===== src/rtl/opl2_pkg.sv =====
// Shared types and default recovery timings for the OPL2 host write path.
package opl2_pkg;

  localparam int OPL2_ADDR_WAIT_CYC = 48;
  localparam int OPL2_DATA_WAIT_CYC = 330;

  typedef struct packed {
    logic       addr;
    logic [7:0] data;
  } opl2_wq_entry_t;

  typedef enum logic [1:0] {
    IDLE,
    SETUP,
    STROBE,
    WAIT
  } opl2_wq_state_t;

endpackage


===== src/rtl/opl2_wq_fifo.sv =====
// Single-clock FIFO of {addr, data} register writes with synchronous flush.
module opl2_wq_fifo
  import opl2_pkg::*;
#(
  parameter int DEPTH = 16
) (
  input  logic                     clk_opl,
  input  logic                     rst_n,
  input  logic                     push,
  input  opl2_wq_entry_t           wdata,
  input  logic                     pop,
  input  logic                     flush,
  output opl2_wq_entry_t           rdata,
  output logic                     full,
  output logic                     empty,
  output logic [$clog2(DEPTH):0]   level
);

  localparam int AW = $clog2(DEPTH);

  opl2_wq_entry_t mem [DEPTH];
  logic [AW-1:0]  wr_ptr;
  logic [AW-1:0]  rd_ptr;
  logic [AW:0]    count;
  logic           do_push;
  logic           do_pop;

  assign full    = (count == (AW+1)'(DEPTH));
  assign empty   = (count == '0);
  assign level   = count;
  assign rdata   = mem[rd_ptr];
  assign do_push = push && !full;
  assign do_pop  = pop && !empty;

  always_ff @(posedge clk_opl) begin
    if (do_push && !flush && rst_n) begin
      mem[wr_ptr] <= wdata;
    end
  end

  // Flush drops every stored entry; anything already popped lives on in the top's registers.
  always_ff @(posedge clk_opl) begin
    if (!rst_n || flush) begin
      wr_ptr <= '0;
      rd_ptr <= '0;
      count  <= '0;
    end else begin
      if (do_push) wr_ptr <= wr_ptr + 1'b1;
      if (do_pop)  rd_ptr <= rd_ptr + 1'b1;
      unique case ({do_push, do_pop})
        2'b10:   count <= count + 1'b1;
        2'b01:   count <= count - 1'b1;
        default: count <= count;
      endcase
    end
  end

endmodule


===== src/rtl/opl2_write_queue.sv =====
// Buffers host writes and replays them to the OPL2 interface with recovery spacing.
// Define OPL2_WQ_PACING_EN for per-port recovery waits; otherwise WAIT lasts one cycle.
module opl2_write_queue
  import opl2_pkg::*;
#(
  parameter int DEPTH     = 16,
  parameter int ADDR_WAIT = OPL2_ADDR_WAIT_CYC,
  parameter int DATA_WAIT = OPL2_DATA_WAIT_CYC,
  parameter int WE_HOLD   = 4
) (
  input  logic                   clk_opl,
  input  logic                   rst_n,
  input  logic                   host_valid,
  output logic                   host_ready,
  input  logic                   host_addr,
  input  logic [7:0]             host_data,
  input  logic                   flush,
  output logic                   opl_addr,
  output logic [7:0]             opl_din,
  output logic                   opl_we,
  output logic [$clog2(DEPTH):0] level,
  output logic                   busy
);

  localparam int                HOLD_W    = $clog2(WE_HOLD + 1);
  localparam logic [HOLD_W-1:0] HOLD_LOAD = HOLD_W'(WE_HOLD - 1);

  if (DEPTH < 2 || (DEPTH & (DEPTH - 1)) != 0 || WE_HOLD < 1 || ADDR_WAIT < 1 || DATA_WAIT < 1) begin : g_bad_param
    $error("opl2_write_queue: illegal parameter combination");
  end

  opl2_wq_state_t    state;
  opl2_wq_state_t    state_next;
  opl2_wq_entry_t    fifo_rdata;
  opl2_wq_entry_t    fifo_wdata;
  logic              fifo_full;
  logic              fifo_empty;
  logic              pop;
  logic              wait_last;
  logic [HOLD_W-1:0] hold_cnt;

  assign host_ready = !fifo_full && !flush && rst_n;
  assign fifo_wdata = '{addr: host_addr, data: host_data};

  opl2_wq_fifo #(.DEPTH(DEPTH)) u_fifo (
    .clk_opl (clk_opl),
    .rst_n   (rst_n),
    .push    (host_valid && host_ready),
    .wdata   (fifo_wdata),
    .pop     (pop),
    .flush   (flush),
    .rdata   (fifo_rdata),
    .full    (fifo_full),
    .empty   (fifo_empty),
    .level   (level)
  );

  // A pop suppressed by flush keeps the flushed entry from sneaking out.
  always_comb begin
    state_next = state;
    pop        = 1'b0;
    unique case (state)
      IDLE: begin
        if (!fifo_empty && !flush) begin
          pop        = 1'b1;
          state_next = SETUP;
        end
      end
      SETUP:  state_next = STROBE;
      STROBE: if (hold_cnt == '0) state_next = WAIT;
      WAIT: begin
        if (wait_last) begin
          if (!fifo_empty && !flush) begin
            pop        = 1'b1;
            state_next = SETUP;
          end else begin
            state_next = IDLE;
          end
        end
      end
      default: state_next = IDLE;
    endcase
  end

  always_ff @(posedge clk_opl) begin
    if (!rst_n) begin
      state    <= IDLE;
      opl_addr <= 1'b0;
      opl_din  <= 8'h00;
      hold_cnt <= '0;
    end else begin
      state <= state_next;
      if (pop) begin
        opl_addr <= fifo_rdata.addr;
        opl_din  <= fifo_rdata.data;
      end
      if (state == SETUP) hold_cnt <= HOLD_LOAD;
      else if (state == STROBE && hold_cnt != '0) hold_cnt <= hold_cnt - 1'b1;
    end
  end

`ifdef OPL2_WQ_PACING_EN
  localparam int                MAX_WAIT  = (ADDR_WAIT > DATA_WAIT) ? ADDR_WAIT : DATA_WAIT;
  localparam int                WAIT_W    = $clog2(MAX_WAIT + 1);
  localparam logic [WAIT_W-1:0] ADDR_LOAD = WAIT_W'(ADDR_WAIT - 1);
  localparam logic [WAIT_W-1:0] DATA_LOAD = WAIT_W'(DATA_WAIT - 1);

  logic [WAIT_W-1:0] wait_cnt;

  // Recovery length follows the port of the write that just strobed.
  always_ff @(posedge clk_opl) begin
    if (!rst_n) begin
      wait_cnt <= '0;
    end else if (state == STROBE && hold_cnt == '0) begin
      wait_cnt <= opl_addr ? DATA_LOAD : ADDR_LOAD;
    end else if (state == WAIT && wait_cnt != '0) begin
      wait_cnt <= wait_cnt - 1'b1;
    end
  end

  assign wait_last = (wait_cnt == '0);
`else
  assign wait_last = 1'b1;
`endif

  assign opl_we = (state == STROBE);
  assign busy   = (level != '0) || (state != IDLE);

endmodule


===== config.mk =====
export PLATFORM = sky130hd
export DESIGN_NAME = opl2_write_queue
export DESIGN_NICKNAME = d
export VERILOG_FILES = /design/src/rtl/opl2_pkg.sv /design/src/rtl/opl2_wq_fifo.sv /design/src/rtl/opl2_write_queue.sv
export SDC_FILE = /design/constraint.sdc
export NUM_CORES = 1
export LEC_CHECK = 0
export ABC_AREA = 1
export BUFFER_PORTS_ARGS = -buffer_cell sky130_fd_sc_hd__clkbuf_2
export CAP_MARGIN = 20
export CORE_MARGIN = 2
export CORE_UTILIZATION = 32
export DETAILED_ROUTE_END_ITERATION = 10
export GPL_TIMING_DRIVEN = 0
export PLACE_DENSITY = 0.5
export SYNTH_ARGS = -nofsm -noshare
export SYNTH_HDL_FRONTEND = slang
export SYNTH_SLANG_ARGS = --single-unit

===== constraint.sdc =====
create_clock -name clk_opl -period 3.4 [get_ports clk_opl]
set_input_delay 0.17 -clock clk_opl [delete_from_list [all_inputs] [get_ports clk_opl]]
set_output_delay 0.17 -clock clk_opl [all_outputs]
set_load 0.02 [all_outputs]

==> results of run 1 <==
-- critical path, stage by stage (launching register included) --
cell      delay, ns
dfxtp_1        0.41
inv_1          0.09
ha_1           0.34
nor2_4         0.20
buf_4          0.23
ha_1           0.31
inv_1          0.08
fa_1           0.40
inv_1          0.07
nand2_1        0.07
a21boi_0       0.19
o21bai_1       0.09
nand2_1        0.06
nand2_1        0.05
a21oi_1        0.11
-- layer usage --
metal	global-route usage [%]	vias up	wire length (um)
li1	-	2591	-
met1	21.9	2391	9030
met2	26.6	116	9160
met3	2.82	35	700
met4	7.23	0	493
met5	0	-	0
-- kinds of logic after synthesis --
kind of cell             share of synthesized area [%]
AND/OR/NAND/NOR                                   21.6
AO/OA/AOI/OAI                                     3.07
adder cells (fa/ha/maj)                           2.74
flip-flops                                        64.2
buffers and inverters                             7.79
XOR/XNOR                                         0.578
-- per-stage QoR --
stage	hold slack, ns	setup WS [ns]
2_1_floorplan	0.269	1.03
3_3_place_gp	0.456	0.685
3_5_place_dp	0.456	0.668
4_1_cts	0.0564	0.636
5_1_grt	0.0566	0.396
6_report	0.0650	0.631
-- registers in the layout, indices dropped and copies added, names as in the netlist --
register	cells
u_fifo.mem	144
opl_din	8
u_fifo.level	5
u_fifo.rd_ptr	4
u_fifo.wr_ptr	4
hold_cnt	3
state	2
opl_addr	1
-- final cells by class --
class                   count  area, um2
plain buffers              30        163
clock buffers              21        440
clock inverters            11        121
fillers                  2330      14600
inverters                 114        428
multi-input cells         454       2120
flip-flops and latches    171       4860
well taps                 319        399
repair buffers             29        145
-- power by group through the flow --
stage / registers (mW) / clock network [mW] / logic (mW)
3_3_place_gp: 2.40 / 0 / 0.539
2_1_floorplan: 2.42 / 0 / 0.333
3_5_place_dp: 2.40 / 0 / 0.541
4_1_cts: 2.35 / 1.90 / 0.543
6_report: 2.35 / 1.88 / 0.535
5_1_grt: 2.36 / 1.99 / 0.614
-- cell usage in the layout, fill, tap and decap left out, types with 3 or more instances in the layout --
cell type  count
a21oi_1       16
buf_1          3
buf_2         13
buf_4          9
clkbuf_1       9
clkbuf_16     17
clkbuf_2      29
clkinv_2       3
clkinv_4       3
dfxtp_1       27
edfxtp_1     144
ha_1          15
inv_1        108
inv_2          5
nand2_1      253
nand3_1      108
nor2_1        26
nor2_4         3
o21a_1         9
o21ai_0       10
xor2_1         4
-- worst max path at each step --
stage / startpoint / end / cells past startpoint
after floorplan: state[0] / u_fifo.level[4] / 14
after global placement: state[0] / u_fifo.level[4] / 14
after detailed placement: state[0] / u_fifo.level[4] / 14
after CTS: state[0] / u_fifo.level[4] / 14
after global routing: state[0] / u_fifo.level[4] / 14
final: state[0] / u_fifo.level[4] / 14
==> results.yml, run 1 <==
logic_synthesis:
  yosys.area.top_type: "edfxtp_1"
  synthMostInstantiatedCell: "nand2_1"
  synth-edff-count: 144
  synthTopCellsByArea: "edfxtp_1 57%, nand2_1 13%, dfxtp_1 7.1%, nand3_1 7.1%, inv_1 5.3%"
  ys_seq_elements: 171
  synthTopCellsByCount: "253 x nand2_1, 144 x edfxtp_1, 108 x inv_1, 108 x nand3_1, 27 x dfxtp_1"
  ys_async_sr_fraction_pct: 0
  postSynthAreaPerCell_um2: 9.86
  synthCells: 769
  synth_cell_type_count: 27
  synth_top_area_share_pct: 57.0
  syn_nets: 798
  yosysWarnings: 0
  seq_area_frac_synth_pct: 64.2
  syn_area_um2: 7580
  synth_flop_cell: "edfxtp_1"
drt:
  wire_per_inst_um: 16.9
  first_iter_violations: 367
  num_vias: 5133
  postRouteAntennaNets: 0
  drc_errors: 0
  drt_first_pass_iters: 5
  drt_wl_total_um: 19400
  vias_per_cell: 4.47
sta:
  setup_viol_count_final: 0
  max_freq_mhz: 361
  finClkSkew_ns: 0.00972
  rsz0062_at_grt: "false"
  tns_ns: 0
  tightestPinTransition_ns: 0.975
  slew_headroom_pct: 34.8
  fin_crit_ns: 2.77
  finalMaxSlewViolations: 0
  period_share_pct: 81.4
  hold_viol: 0
power_and_ir_drop:
  pwr-share-clk_pct: 39.5
  p_per_area_nw_per_um2: 549
  p_comb_share_pct: 11.2
  p_seq_share_pct: 49.3
  finalPower_mw: 4.77
  swShare_pct: 25.1
  power.leakage_nw: 3.63
  switching_power_mw: 1.20
  p_int_mw: 3.57
  irDropWorstVdd_mv: 0.343
clocking:
  cts_root_buf: "clkbuf_16"
  cts_buffers: 17
  cts_tree: "yes"
  hold_buffers: 0
  cts_resized: 0
  clock_latency_ns: 0.43
  path_clk_slew_ns: 0.06
  cts_buffer_depth: 2
  post_cts.repair.setup_buffers: 0
  htreeDepth: 4
  cts.sinks: 171
status:
  status: "finished, final reports clean"
floorplanning:
  initial_core_util_pct: 32.5
  core-area_um2: 23300
  rows: 56
  die-area_um2: 24900
  ios: 30
  die_h_um: 158
  die_w_um: 158
setup_path:
  cp.arrival_ns: 3.13
  r2r_setup_slack_ns: 0.63
  start_kind: "register"
  path_class: "register to register"
  rr_endpoint: "u_fifo.level[4]"
  reg2regPathDepth: 14
  cp.required_ns: 3.76
  regToRegStartpoint: "state[0]"
  end_kind: "register"
  crit_fanout: 10
place:
  io_buffers: 29
  dp.cells: 1117
  routabilityCongestion: 0.833
  dpl.hpwl_um: 12900
  dpl_cell_area_um2: 8120
final_layout:
  nets: 846
  drive_gt1_share_pct: 10.6
  layoutNonFillerInstCount: 1149
  post-route-util_pct: 37.2
  design_area_um2: 8690
  area_growth_pct: 14.6
  diodes: 0
grt:
  grt_max_degree: 17
  grt.total_usage_pct: 16.5
  grt_pass1_vias: 4915
  antenna_found_initial: 0
  grt_first_pass_wirelength_um: 29600
  overflow: 0
worst_hold_path:
  hold_class: "primary input to register"
  hold-path-endpoint: "opl_addr"
  hold_path.startpoint: "rst_n"
  whs_path_depth: 4
job:
  drv_cap: 0
No activity file was read; power rests on OpenSTA's default activity.
==> run 2: changes to the inputs <==
--- a/config.mk
+++ b/config.mk
@@ -5,7 +5,7 @@
 export SDC_FILE = /design/constraint.sdc
 export NUM_CORES = 1
 export LEC_CHECK = 0
-export ABC_AREA = 1
+export ABC_AREA = 0
 export BUFFER_PORTS_ARGS = -buffer_cell sky130_fd_sc_hd__clkbuf_2
 export CAP_MARGIN = 20
 export CORE_MARGIN = 2
==> constraint.sdc (replaced) <==
create_clock -name clk_opl -period 2.7 [get_ports clk_opl]
set_input_delay 0.135 -clock clk_opl [delete_from_list [all_inputs] [get_ports clk_opl]]
set_output_delay 0.135 -clock clk_opl [all_outputs]
set_load 0.02 [all_outputs]
==> run 2 against run 1 <==
  * Clock power grew 27%
  * Setup slack worse by 0.56 ns
  * Die area is 8.9% lower
  * Register-to-register slack got worse by 0.56 ns
  * Sequential share of layout area is 3.3 points higher
  * Sequential cell count unchanged
  * Via count fell by 25%
  * Routed wire length decreased by 20%
  * Combinational power down 74%
  * Area after synthesis is 9.1% lower
  * Power grew 13%
  * Hold slack improved by 0.0097 ns
  * Critical endpoint unchanged
==> results.yml, run 2 <==
logic_synthesis:
  seq_area_frac_synth_pct: 70.6
  synth_cell_type_count: 41
  synth_fa_ha_area_share_pct: 3.02
  synth-edff-count: 144
  yosys.area.top_type: "edfxtp_1"
  syn_nets: 458
  synth_top_area_share_pct: 62.8
  postSynthAreaPerCell_um2: 16.1
  synth-xor-area-share_pct: 1.02
  synth-compound-area-share_pct: 6.30
  post_synth_and_or_nand_nor_area_fraction_pct: 5.25
  syn_area_um2: 6890
  yosysWarnings: 0
  synthMostInstantiatedCell: "edfxtp_1"
  synth_top_family_by_area: "multiplexers"
  synthTopCellsByCount: "144 x edfxtp_1, 38 x mux2i_1, 33 x nor2_1"
  ys_seq_elements: 171
  synth_flop_cell: "edfxtp_1"
  ys_async_sr_fraction_pct: 0
  synthTopCellsByArea: "edfxtp_1 63%, dfxtp_1 7.8%, mux4_2 5.9%, mux2i_1 5.5%, ha_1 2.7%"
  synth_mux_area_share_pct: 11.4
  synthCells: 429
drt:
  num_vias: 3853
  first_iter_violations: 284
  drc_errors: 0
  drt_wl_total_um: 15400
  postRouteAntennaNets: 0
  vias_per_cell: 4.95
  wire_per_inst_um: 19.8
  drt_first_pass_iters: 5
power_and_ir_drop:
  p_comb_share_pct: 2.6
  irDropWorstVdd_mv: 0.458
  p_seq_share_pct: 53.1
  finalPower_mw: 5.40
  p_int_mw: 4.16
  p_per_area_nw_per_um2: 657
  switching_power_mw: 1.24
  power.leakage_nw: 2.65
  swShare_pct: 23.0
  pwr-share-clk_pct: 44.3
place:
  routabilityCongestion: 0.793
  io_buffers: 29
  dpl.hpwl_um: 10200
  dpl_cell_area_um2: 7440
final_layout:
  multi_input_area_um2: 1980
  final_common_cell: "edfxtp_1"
  diodes: 0
  largest_register_ffs: 144
  area_growth_pct: 19.4
  fillers: 1985
  drive_gt1_share_pct: 26.6
  layout_common_cells: "144 x edfxtp_1, 38 x mux2i_1, 33 x nor2_1"
  nets: 520
  max_flop_register: "u_fifo.mem"
  design_area_um2: 8220
  regArea_um2: 4880
clocking:
  clock_latency_ns: 0.43
  cts_root_buf: "clkbuf_16"
  cts_tree: "yes"
  htreeDepth: 4
  cts_buffers: 17
  cts.sinks: 171
  cts_buffer_depth: 2
  path_clk_slew_ns: 0.07
status:
  status: "finished, final reports clean"
setup_path:
  crit_fanout: 4
  path_cells: "or4_4, o211a_4, inv_4, ha_4, inv_4, fa_2, nor2b_4, o21ai_2, nor4b_4, or3_1, a21oi_2"
  cp.required_ns: 3.06
  regToRegStartpoint: "u_fifo.level[1]"
  cp.arrival_ns: 2.99
  start_kind: "register"
  cp_slowest_cell: "or4_4"
  crit_start: "u_fifo.level[1]"
  end_kind: "register"
  cp_slowest_stage_delay_ns: 0.54
  cp_common_cell: "inv_4"
  path_class: "register to register"
floorplanning:
  die_w_um: 151
  ios: 30
  die-area_um2: 22700
  core-area_um2: 21100
  initial_core_util_pct: 32.7
  die_h_um: 151
  rows: 53
grt:
  grt_first_pass_wirelength_um: 23300
  grt_max_degree: 20
  overflow: 0
  antenna_found_initial: 0
  grt.total_usage_pct: 14.3
  grt_pass1_vias: 3781
worst_hold_path:
  hold_class: "primary input to register"
  hold_path.startpoint: "rst_n"
sta:
  slew_headroom_pct: 32.1
  hold_viol: 0
  finClkSkew_ns: 0.0141
  finalMaxSlewViolations: 0
  max_freq_mhz: 380
  rsz0062_at_grt: "true"
  setup_viol_count_final: 0
  fin_crit_ns: 2.63
  period_share_pct: 97.4
  tightestPinTransition_ns: 1.02
job:
  drv_cap: 0
-- run 2: cell types whose count changed after synthesis, moves of 8 or more --
cell / before / now
a31oi_1: 0 / 9
o21a_1: 9 / 0
a21oi_1: 16 / 7
o22ai_1: 0 / 18
a311oi_1: 0 / 9
mux4_2: 0 / 18
mux2i_1: 0 / 38
nand2_1: 253 / 16
nand3_1: 108 / 2
inv_1: 108 / 14
buf_4: 9 / 1
-- run 2: power groups by stage --
stage               clock (mW)  sequential, mW  combinational (mW)
floorplan                    0            2.94              0.0537
global placement             0            2.93               0.124
detailed placement           0            2.93               0.130
CTS                       2.45            2.87               0.140
global route              2.54            2.87               0.156
finish                    2.39            2.87               0.140
-- run 2: metrics by stage --
step	instances	hold WS [ns]	setup TNS, ns	utilization [%]	setup WS, ns
5_1_grt	779	0.0908	-0.0180	39.0	-0.0180
2_1_floorplan	429	0.234	0	-	0.00943
3_5_place_dp	736	0.515	-0.368	35.3	-0.368
3_3_place_gp	733	0.488	-0.670	35.1	-0.308
6_report	779	0.0748	0	39.0	0.0714
4_1_cts	777	0.0481	-0.114	38.7	-0.114
-- run 2: layout make-up --
type | instances | share of cell area, %
Multi-Input combinational cell | 221 | 24.1
Buffer | 22 | 1.32
Sequential cell | 171 | 59.3
Timing Repair Buffer | 44 | 3.20
Tap cell | 275 | 4.18
Clock inverter | 15 | 2.01
Inverter | 14 | 0.700
Clock buffer | 17 | 5.17
-- run 2: worst max-delay path: cells and delay by family, from the launching register on --
family                     cells  cell delay [ns]
and+or+nand+nor                4             1.15
DFF                            1             0.34
AOI/OAI and AO/OA              3             0.46
adders and majority gates      2             0.52
buffers and inverters          2             0.09
-- run 2: layer usage --
metal  GRT usage (%)  up-vias  routed length [um]
li1                -     1798                   -
met1            19.5     1974                7150
met2            22.8       65                7500
met3            2.82       16                 538
met4            5.19        0                 261
met5               0        -                   0
-- run 2: cell families (layout without fill, tap and decap cells) --
family,count (synthesis),after routing
XOR/XNOR,8,8
multiplexers,56,56
buffers and inverters,37,112
AND/OR/NAND/NOR,76,76
adder cells (fa/ha/maj),16,16
AO/OA/AOI/OAI,65,65
flip-flops,171,171
-- run 2: path summary, 6_finish.rpt --
check | slack [ns] | cells after the start | endpoint
max | 0.07 | 11 | u_fifo.level[4]
min | 0.07 | 3 | u_fifo.level[4]
max reg2reg | 0.07 | 11 | u_fifo.level[4]
min reg2reg | 0.53 | 2 | hold_cnt[2]
-- run 2: repair_timing --
item,4_1_cts,5_1_grt
setup endpoints to repair,1,1
hold buffers,0,0
gates cloned,0,0
pin swaps,8,9
gates resized for setup,14,8
setup buffers,9,3
